==> src/rtl/fsm_pkg.sv <==
// Shared definitions for the table-driven sequencer: default widths and
// the controller mode encoding seen on the mode output.
package fsm_pkg;

    localparam int unsigned ST_W_DEF  = 3;
    localparam int unsigned SYM_W_DEF = 2;
    localparam int unsigned CNT_W_DEF = 8;

    typedef enum logic [1:0] {
        MODE_IDLE = 2'b00,
        MODE_RUN  = 2'b01,
        MODE_ERR  = 2'b10
    } mode_e;

endpackage

==> src/rtl/fsm_table_ctrl_if.sv <==
// Configuration, symbol-stream and status signals of fsm_table_ctrl.
// master drives configuration/control/symbols, slave is the controller.
interface fsm_table_ctrl_if
    import fsm_pkg::*;
#(
    parameter int unsigned ST_W  = ST_W_DEF,
    parameter int unsigned SYM_W = SYM_W_DEF,
    parameter int unsigned CNT_W = CNT_W_DEF
) ();

    logic                    cfg_we;
    logic [ST_W+SYM_W-1:0]   cfg_addr;
    logic [2*ST_W-1:0]       cfg_data;
    logic                    start;
    logic                    stop;
    logic                    sym_valid;
    logic [SYM_W-1:0]        sym;
    logic                    sym_ready;
    logic [ST_W-1:0]         saida;
    logic                    saida_valid;
    logic [1:0]              mode;
    logic [CNT_W-1:0]        sym_cnt;

    modport master (
        output cfg_we, cfg_addr, cfg_data, start, stop, sym_valid, sym,
        input  sym_ready, saida, saida_valid, mode, sym_cnt
    );

    modport slave (
        input  cfg_we, cfg_addr, cfg_data, start, stop, sym_valid, sym,
        output sym_ready, saida, saida_valid, mode, sym_cnt
    );

endinterface

==> src/rtl/fsm_table.sv <==
// Transition table storage: one synchronous write port and one
// asynchronous read port. Contents are not reset.
module fsm_table #(
    parameter int unsigned AW = 5,
    parameter int unsigned DW = 6
) (
    input  logic          clk_i,
    input  logic          we_i,
    input  logic [AW-1:0] waddr_i,
    input  logic [DW-1:0] wdata_i,
    input  logic [AW-1:0] raddr_i,
    output logic [DW-1:0] rdata_o
);

    logic [DW-1:0] mem_q [0:(1<<AW)-1];

    // Table write on the rising edge.
    always_ff @(posedge clk_i) begin
        if (we_i) begin
            mem_q[waddr_i] <= wdata_i;
        end
    end

    assign rdata_o = mem_q[raddr_i];

endmodule

==> src/rtl/fsm_table_ctrl.sv <==
// Table-driven state sequencer. In IDLE the table is loaded and every
// written entry is tracked in a mask; start enters RUN only when the whole
// table has been written. In RUN each accepted symbol looks up
// {state,symbol}, producing the next state and a registered output pulse.
module fsm_table_ctrl
    import fsm_pkg::*;
#(
    parameter int unsigned ST_W  = ST_W_DEF,
    parameter int unsigned SYM_W = SYM_W_DEF,
    parameter int unsigned CNT_W = CNT_W_DEF
) (
    input  logic             clk,
    input  logic             reset,
    fsm_table_ctrl_if.slave  bus
);

    localparam int unsigned AW    = ST_W + SYM_W;
    localparam int unsigned DEPTH = 1 << AW;
    localparam int unsigned DW    = 2 * ST_W;

    mode_e              mode_q, mode_d;
    logic [ST_W-1:0]    state_q, state_d;
    logic [ST_W-1:0]    saida_q, saida_d;
    logic               saida_valid_q, saida_valid_d;
    logic [CNT_W-1:0]   sym_cnt_q, sym_cnt_d;
    logic [DEPTH-1:0]   mask_q, mask_d;

    logic               sym_ready;
    logic               accept;
    logic               tbl_we;
    logic [AW-1:0]      rd_addr;
    logic [DW-1:0]      rd_data;

    // stop has priority over everything, so it blocks acceptance directly.
    assign sym_ready = (mode_q == MODE_RUN) && !bus.stop;
    assign accept    = sym_ready && bus.sym_valid;
    assign rd_addr   = {state_q, bus.sym};
    assign tbl_we    = (mode_q == MODE_IDLE) && bus.cfg_we;

    fsm_table #(
        .AW (AW),
        .DW (DW)
    ) u_table (
        .clk_i   (clk),
        .we_i    (tbl_we),
        .waddr_i (bus.cfg_addr),
        .wdata_i (bus.cfg_data),
        .raddr_i (rd_addr),
        .rdata_o (rd_data)
    );

    // Controller, machine state, output, counter and mask registers.
    always_ff @(posedge clk or negedge reset) begin
        if (!reset) begin
            mode_q        <= MODE_IDLE;
            state_q       <= '0;
            saida_q       <= '0;
            saida_valid_q <= 1'b0;
            sym_cnt_q     <= '0;
            mask_q        <= '0;
        end else begin
            mode_q        <= mode_d;
            state_q       <= state_d;
            saida_q       <= saida_d;
            saida_valid_q <= saida_valid_d;
            sym_cnt_q     <= sym_cnt_d;
            mask_q        <= mask_d;
        end
    end

    // Mode transitions, symbol lookup and bookkeeping.
    always_comb begin
        mode_d        = mode_q;
        state_d       = state_q;
        saida_d       = saida_q;
        saida_valid_d = 1'b0;
        sym_cnt_d     = sym_cnt_q;
        mask_d        = mask_q;

        unique case (mode_q)
            MODE_IDLE: begin
                if (bus.cfg_we) begin
                    mask_d[bus.cfg_addr] = 1'b1;
                end
                // Completeness is judged on the mask before this cycle's write.
                if (bus.start) begin
                    if (&mask_q) begin
                        mode_d    = MODE_RUN;
                        state_d   = '0;
                        sym_cnt_d = '0;
                    end else begin
                        mode_d = MODE_ERR;
                    end
                end
            end
            MODE_RUN: begin
                if (bus.stop) begin
                    mode_d  = MODE_IDLE;
                    state_d = '0;
                end else begin
                    // A symbol offered alongside an illegal write is still
                    // honoured because sym_ready was high this cycle.
                    if (accept) begin
                        state_d       = rd_data[DW-1:ST_W];
                        saida_d       = rd_data[ST_W-1:0];
                        saida_valid_d = 1'b1;
                        if (sym_cnt_q != '1) begin
                            sym_cnt_d = sym_cnt_q + 1'b1;
                        end
                    end
                    if (bus.cfg_we) begin
                        mode_d = MODE_ERR;
                    end
                end
            end
            MODE_ERR: begin
                if (bus.stop) begin
                    mode_d = MODE_IDLE;
                    mask_d = '0;
                end
            end
            default: begin
                mode_d = MODE_IDLE;
            end
        endcase
    end

    assign bus.sym_ready   = sym_ready;
    assign bus.saida       = saida_q;
    assign bus.saida_valid = saida_valid_q;
    assign bus.mode        = mode_q;
    assign bus.sym_cnt     = sym_cnt_q;

endmodule

==> src/flat_wrapper.sv <==
// flat-port wrapper written by rule: the top's interface ports become plain ports
module fsm_table_ctrl_flat import fsm_pkg::*;
#(
    parameter int unsigned ST_W  = ST_W_DEF,
    parameter int unsigned SYM_W = SYM_W_DEF,
    parameter int unsigned CNT_W = CNT_W_DEF
)
  (clk, reset, bus_cfg_we, bus_cfg_addr, bus_cfg_data, bus_start, bus_stop, bus_sym_valid, bus_sym, bus_sym_ready, bus_saida, bus_saida_valid, bus_mode, bus_sym_cnt);
  fsm_table_ctrl_if #(.ST_W(ST_W), .SYM_W(SYM_W), .CNT_W(CNT_W)) bus_i ();
  input  logic clk;
  input  logic reset;
  input wire logic [$bits(bus_i.cfg_we)-1:0] bus_cfg_we;
  input wire logic [$bits(bus_i.cfg_addr)-1:0] bus_cfg_addr;
  input wire logic [$bits(bus_i.cfg_data)-1:0] bus_cfg_data;
  input wire logic [$bits(bus_i.start)-1:0] bus_start;
  input wire logic [$bits(bus_i.stop)-1:0] bus_stop;
  input wire logic [$bits(bus_i.sym_valid)-1:0] bus_sym_valid;
  input wire logic [$bits(bus_i.sym)-1:0] bus_sym;
  output wire logic [$bits(bus_i.sym_ready)-1:0] bus_sym_ready;
  output wire logic [$bits(bus_i.saida)-1:0] bus_saida;
  output wire logic [$bits(bus_i.saida_valid)-1:0] bus_saida_valid;
  output wire logic [$bits(bus_i.mode)-1:0] bus_mode;
  output wire logic [$bits(bus_i.sym_cnt)-1:0] bus_sym_cnt;
  assign bus_i.cfg_we = bus_cfg_we;
  assign bus_i.cfg_addr = bus_cfg_addr;
  assign bus_i.cfg_data = bus_cfg_data;
  assign bus_i.start = bus_start;
  assign bus_i.stop = bus_stop;
  assign bus_i.sym_valid = bus_sym_valid;
  assign bus_i.sym = bus_sym;
  assign bus_sym_ready = bus_i.sym_ready;
  assign bus_saida = bus_i.saida;
  assign bus_saida_valid = bus_i.saida_valid;
  assign bus_mode = bus_i.mode;
  assign bus_sym_cnt = bus_i.sym_cnt;
  fsm_table_ctrl #(.ST_W(ST_W), .SYM_W(SYM_W), .CNT_W(CNT_W)) u_core (.clk(clk), .reset(reset), .bus(bus_i));
endmodule
==> config.mk <==
export PLATFORM = sky130hd
export DESIGN_NAME = fsm_table_ctrl_flat
export DESIGN_NICKNAME = d
export VERILOG_FILES = /design/src/rtl/fsm_pkg.sv /design/src/rtl/fsm_table_ctrl_if.sv /design/src/rtl/fsm_table.sv /design/src/rtl/fsm_table_ctrl.sv /design/src/flat_wrapper.sv
export SDC_FILE = /design/constraint.sdc
export NUM_CORES = 1
export LEC_CHECK = 0
export CORE_MARGIN = 8
export CORE_UTILIZATION = 60
export CTS_BUF_LIST = sky130_fd_sc_hd__clkbuf_16
export DETAILED_ROUTE_END_ITERATION = 7
export MAX_ROUTING_LAYER = met4
export PLACE_DENSITY = 0.78
export SLEW_MARGIN = 20
export SYNTH_ARGS = -nofsm -noshare
export SYNTH_HDL_FRONTEND = slang
export SYNTH_SLANG_ARGS = --single-unit
export TNS_END_PERCENT = 50
==> constraint.sdc <==
create_clock -name clk -period 2.3 [get_ports clk]
set_input_delay 0.575 -clock clk [delete_from_list [all_inputs] [get_ports clk]]
set_output_delay 0.575 -clock clk [all_outputs]
set_load 0.05 [all_outputs]
; ---- Word-level counts from Yosys, hierarchy flattened
; Memory sizes are Yosys's and may differ from the RTL's.
; Cells that the tools add are included.
[word_totals]
register_bits = 49
ram_bits = 192
inputBits = 19
output_inout_bits = 15
wordCells = 65
memories = 1
[memory_table]
columns = name, depth, word_bits, rd, rd_clocked_by_memory_dff, write_ports, line_no
row1 = u_core.u_table.mem_q, 32, 6, 1, 0, 1, fsm_table.sv:15  ; logic [DW-1:0] mem_q [0:(1<<AW)-1];
[classes]
add_sub_neg = 1
magnitude_cmp = 2
eq_ne = 12
muxes = 27
bitwise_logic = 2
n_reduce_logical = 14
[ops]
columns = op, count
row1 = $mux W32, 2
row2 = $pmux W32 S2, 1
row3 = $mux W8, 5
row4 = $or A32 B32 Y32, 1
row5 = $reduce_and A32 Y1, 1
row6 = $pmux W8 S2, 1
row7 = $mux W3, 4
row8 = $ne A2 B2 Y1 const B, 6
row9 = $mux W2, 5
row10 = $reduce_and A3 Y1, 3
row11 = $add A8 B1 Y8 const B, 1
row12 = $ne A8 B8 Y1 const B, 1
row13 = $lt A5 B6 Y1 const B, 1
row14 = $mux W1, 6
row15 = $pmux W2 S3, 1
row16 = $pmux W3 S2, 1
row17 = $reduce_and A6 Y1, 1
row18 = $demux W1 S5, 1
row19 = $ge A5 B1 Y1 const B, 1
row20 = $logic_and A1 B1 Y1, 4
row21 = $reduce_and A4 Y1, 1
row22 = $reduce_bool A2 Y1, 2
row23 = $ne A3 B2 Y1 const B, 1
row24 = $ne A3 B3 Y1 const B, 1
row25 = other kinds (6), 6

; ---- Longest topological paths before layout
[depth]
ltp_word = 7
ltp_mapped = 8
mapped_depth_nobuf = 6

; ---- By module
; From an unflattened synthesis, not the netlist that was laid out.
[unflattened]
cells_unflattened = 528
area_unflattened_um2 = 9594.2
[by_module_without_submodules]
columns = module, instances, cells_per_inst, area_each_um2, seq_area_each_um2
row1 = fsm_table, 1, 317, 7469.7, 5765.5
row2 = fsm_table_ctrl, 1, 211, 2124.5, 1226.2

; ---- Least setup slack after synthesis
; OpenSTA, ideal clock, no wires.
[synth_timing]
kind = register to register
from = register u_core.mode_q[0], in the netlist u_core.bus.mode[0]
to = register u_core.state_q[0]
arrival_ns = 2.649
required_ns = 2.209
path_slack_ns = -0.440
stages_incl_launch_ff = 5
n_path_buf = 0
period_less_slack_ns = 2.740
cell_sequence = dfrtp_1 inv_1 nor3_1 a221oi_1 o221ai_1
[synth_between]
elab_chain_len = 5
elab_cells_between_ends = 10
cone_classes = 4 x eq/ne / 1 x mux / 5 x reduce/logical
[synth_lines]
columns = item, line_no
row1 = start: declaration, fsm_table_ctrl.sv:21  ; mode_e mode_q, mode_d;
row2 = start signal: assignment, fsm_table_ctrl.sv:62  ; mode_q <= mode_d;
row3 = $eq A2 B1 Y1, fsm_table_ctrl.sv:35  ; assign sym_ready = (mode_q == MODE_RUN) && !bus.stop;
row4 = $logic_and A1 B1 Y1, fsm_table_ctrl.sv:35
row5 = net bus_sym_ready, flat_wrapper.sv:19  ; output wire logic [$bits(bus_i.sym_ready)-1:0] bus_sym_ready;
row6 = $logic_and A1 B1 Y1, fsm_table_ctrl.sv:36  ; assign accept = sym_ready && bus.sym_valid;
row7 = $ne A3 B2 Y1 (no line), -
row8 = $reduce_and A4 Y1 (no line), -
row9 = end signal: assignment, fsm_table_ctrl.sv:63  ; state_q <= state_d;
row10 = end: declaration, fsm_table_ctrl.sv:22  ; logic [ST_W-1:0] state_q, state_d;
; The timed path passes the listed nets, and every way through them passes these cells.
; A chain may end at the register's enable or synchronous reset.

; ---- Worst setup path in the final report
[layout_timing]
from = register u_core.saida_q[0], in the netlist u_core.bus.saida[0]
to = output bus_saida[0]
[layout_lines]
columns = item, line_no
row1 = start: declaration, fsm_table_ctrl.sv:23  ; logic [ST_W-1:0] saida_q, saida_d;
row2 = start signal: assignment, fsm_table_ctrl.sv:64  ; saida_q <= saida_d;
row3 = end: declaration, flat_wrapper.sv:20  ; output wire logic [$bits(bus_i.saida)-1:0] bus_saida;
; No word-level cell between the ends.

==> results.sh <==
export IMPL_status="complete, no violations"
export IMPL_overflow=0
export IMPL_dp_hpwl_microns=13400
export IMPL_synth_top_area_share_pct=61.4
export IMPL_slew_headroom_pct=56.3
export IMPL_cts_inserted_buffers=23
export IMPL_fin_skew_ns=0.00611
export IMPL_core_sq_um=15300
export IMPL_setup_violations=0
export IMPL_ios=34
export IMPL_grtUsageTotal_pct=22.4
export IMPL_netlist_area_sq_um=9400
export IMPL_grt_max_degree=33
export IMPL_synth_cell_types=38
export IMPL_drt_iter0_markers=624
export IMPL_wl_per_cell_microns=25.1
export IMPL_whs_ns=0.0944
export IMPL_tns_ns=0
export IMPL_totalPowerFinal_uw=9060
export IMPL_power_density_nw_per_um2=813
export IMPL_required_ns=1.73
export IMPL_syn2layout_area_growth_pct=18.6
export IMPL_holdBufCountCts=0
export IMPL_rsz0062_at_grt="false"
export IMPL_synth_nets=520
export IMPL_fin_crit_sh_pct=96.9
export IMPL_via_per_inst=6.31
export IMPL_period_minus_slack_ns=2.23
export IMPL_yosysWarnings=0
export IMPL_end_kind="output pin"
export IMPL_path_buf_inv=1
export IMPL_cp_arrival_ns=1.65
export IMPL_vdd_drop_max_v=0.000689
export IMPL_p_leak_uw=0.00404
export IMPL_cts_tree="yes"
export IMPL_drive_gt1_share_pct=26.8
export IMPL_regArea_sq_um=6990
export IMPL_crit_chain="clkdlybuf4s50_1"
export IMPL_syn_avg_cell_area_sq_um=18.8
export IMPL_cap_violations=0
export IMPL_drc=0
export IMPL_yosys_register_bits=241
export IMPL_num_antenna_cells=0
export IMPL_worstMarginPinSlew_ns=0.656
export IMPL_slew_viol_final=0
export IMPL_timing_fmax_ghz=0.448
export IMPL_cts_root_buf="clkbuf_16"
export IMPL_finalNetCount=623
export IMPL_yosysSeqAreaShare_pct=74.4
export IMPL_slowest_stage="clkdlybuf4s50_1"
export IMPL_crit_family="buffers and inverters"
export IMPL_multi_input_area_sq_um=2280
export IMPL_clk_path_buf_depth=3
export IMPL_grt_pass1_vias=5436
export IMPL_insertion_delay_ns=0.50
export IMPL_cp_max_fo=2
export IMPL_postLayoutCellArea_sq_um=11100
export IMPL_initial_core_util_pct=61.6
export IMPL_ant_nets=0
export IMPL_crit_path_max_incr_delay_ns=0.80
export IMPL_fillers=885
export IMPL_synthTopCellsByArea="edfxtp_1 61%, dfrtp_1 13%, mux4_2 12%"
export IMPL_die_h_microns=141
export IMPL_port_buffers=33
export IMPL_drt_wl_total_microns=20900
export IMPL_grt_first_pass_wirelength_microns=32100
export IMPL_dr_pass1_iters=5
export IMPL_num_vias=5238
export IMPL_postSynthCellCount=500
export IMPL_gp_congestion=0.869
export IMPL_dpl_cell_area_sq_um=10400
export IMPL_die_w_microns=141
export IMPL_htree_levels=1
export IMPL_rows=45
export IMPL_die_area_sq_um=19900
export IMPL_antenna_found_initial=0
export IMPL_hp_class="in2async"
export IMPL_cts_sinks=241
export IMPL_yosysTopAreaCell="edfxtp_1"
export IMPL_crit_type="reg2out"
export IMPL_cts_clk_slew_worst_paths_ns=0.07
export IMPL_finalHoldViolations=0
export IMPL_worstSetupStartpointType="flip-flop"
[cell families (layout without fill, tap and decap cells)]
kind of cell	after synthesis	in the layout	synth area share (%)
buffers and inverters	25	144	1.38
adder cells (fa/ha/maj)	1	1	0.133
XOR/XNOR	6	6	0.559
multiplexers	65	65	13.9
AND/OR/NAND/NOR	105	105	5.33
AO/OA/AOI/OAI	57	57	4.33
flip-flops	241	241	74.4
[cell usage after synthesis]
cell type,n
edfxtp_1,192
mux4_2,52
dfrtp_1,49
nor2_1,46
o21a_1,33
nand2_1,20
mux2i_1,12
nand4_1,12
buf_2,8
clkbuf_1,8
a21oi_1,5
a221oi_1,5
nand3_1,5
o21ai_0,5
inv_1,4
nand2b_1,4
xor2_1,4
a31oi_1,3
and3_1,3
buf_6,3
nand3b_1,3
nor3_1,3
nor4_1,3
a21o_1,2
o221ai_1,2
xnor2_1,2
a22oi_1,1
and4bb_2,1
buf_4,1
ha_1,1
inv_2,1
mux2_2,1
nand4b_1,1
nor2b_1,1
nor3_2,1
o22ai_1,1
or3_1,1
or3b_2,1
[per-stage QoR]
stage                     setup slack, ns  instances  utilization [%]
after floorplan                    0.0991        500                -
after global placement             -0.202        789             68.2
after detailed placement           -0.214        789             68.2
after CTS                         0.00725        830             73.0
after global routing               0.0292        830             73.0
final                              0.0703        830             73.0
[power breakdown]
part / switching [uW] / total (uW) / internal [uW]
Sequential: 33.7 / 4790 / 4760
Clock: 1590 / 3770 / 2180
Combinational: 273 / 494 / 220
Total: 1900 / 9060 / 7160
[placed cells by master, fill, tap and decap left out, types with 4 or more instances in the layout]
master	n
clkdlybuf4s50_1	17
nand2b_1	4
dfrtp_1	49
edfxtp_1	192
mux2i_1	12
nor2_1	46
buf_4	63
inv_1	5
buf_12	4
o21ai_0	5
nand3_1	5
mux4_2	52
nand2_1	20
o21a_1	33
a221oi_1	5
a21oi_1	5
clkinv_2	7
nand4_1	12
dlygate4sd2_1	10
clkbuf_16	23
xor2_1	4
[final timing paths]
kind                                startpoint                end  slack, ns  cells after the start
max                        u_core.bus.saida[0]       bus_saida[0]       0.07                      1
min                                      reset  u_core.mask_q[18]       0.09                      1
max reg2reg                  u_core.state_q[0]  u_core.state_q[0]       0.23                      7
min reg2reg                  u_core.mask_q[22]  u_core.mask_q[22]       0.49                      1
max in group asynchronous                reset   u_core.mask_q[9]       1.56                      2
min in group clk             u_core.mask_q[22]  u_core.mask_q[22]       0.49                      1
[cell type report]
| class | count | area share, % |
|---|---|---|
| Multi-Input combinational cell | 234 | 20.5 |
| Inverter | 5 | 0.168 |
| Clock inverter | 18 | 1.59 |
| Sequential cell | 241 | 62.7 |
| Timing Repair Buffer | 98 | 7.52 |
| Tap cell | 211 | 2.37 |
| Clock buffer | 23 | 5.16 |
[flip-flops by register name (all words and copies together) (netlist names)]
signal	flops
u_core.bus.mode	2
u_core.bus.saida	3
u_core.bus.saida_valid	1
u_core.bus.sym_cnt	8
u_core.mask_q	32
u_core.state_q	3
u_core.u_table.mem_q	192
[layer usage]
layer  track usage, %  routed length [microns]
met2             34.8                    10200
met4             9.22                      723
met3             3.27                     1550
met1             29.5                     8380
met5                -                        0
[what timing repair did]
item / CTS / global route
gates resized for setup: 10 / 1
setup endpoints to repair: 10 / 1
gates cloned: 0 / 0
buffers inserted: 0 / 0
Note: power is estimated with default switching activity, not from simulation.
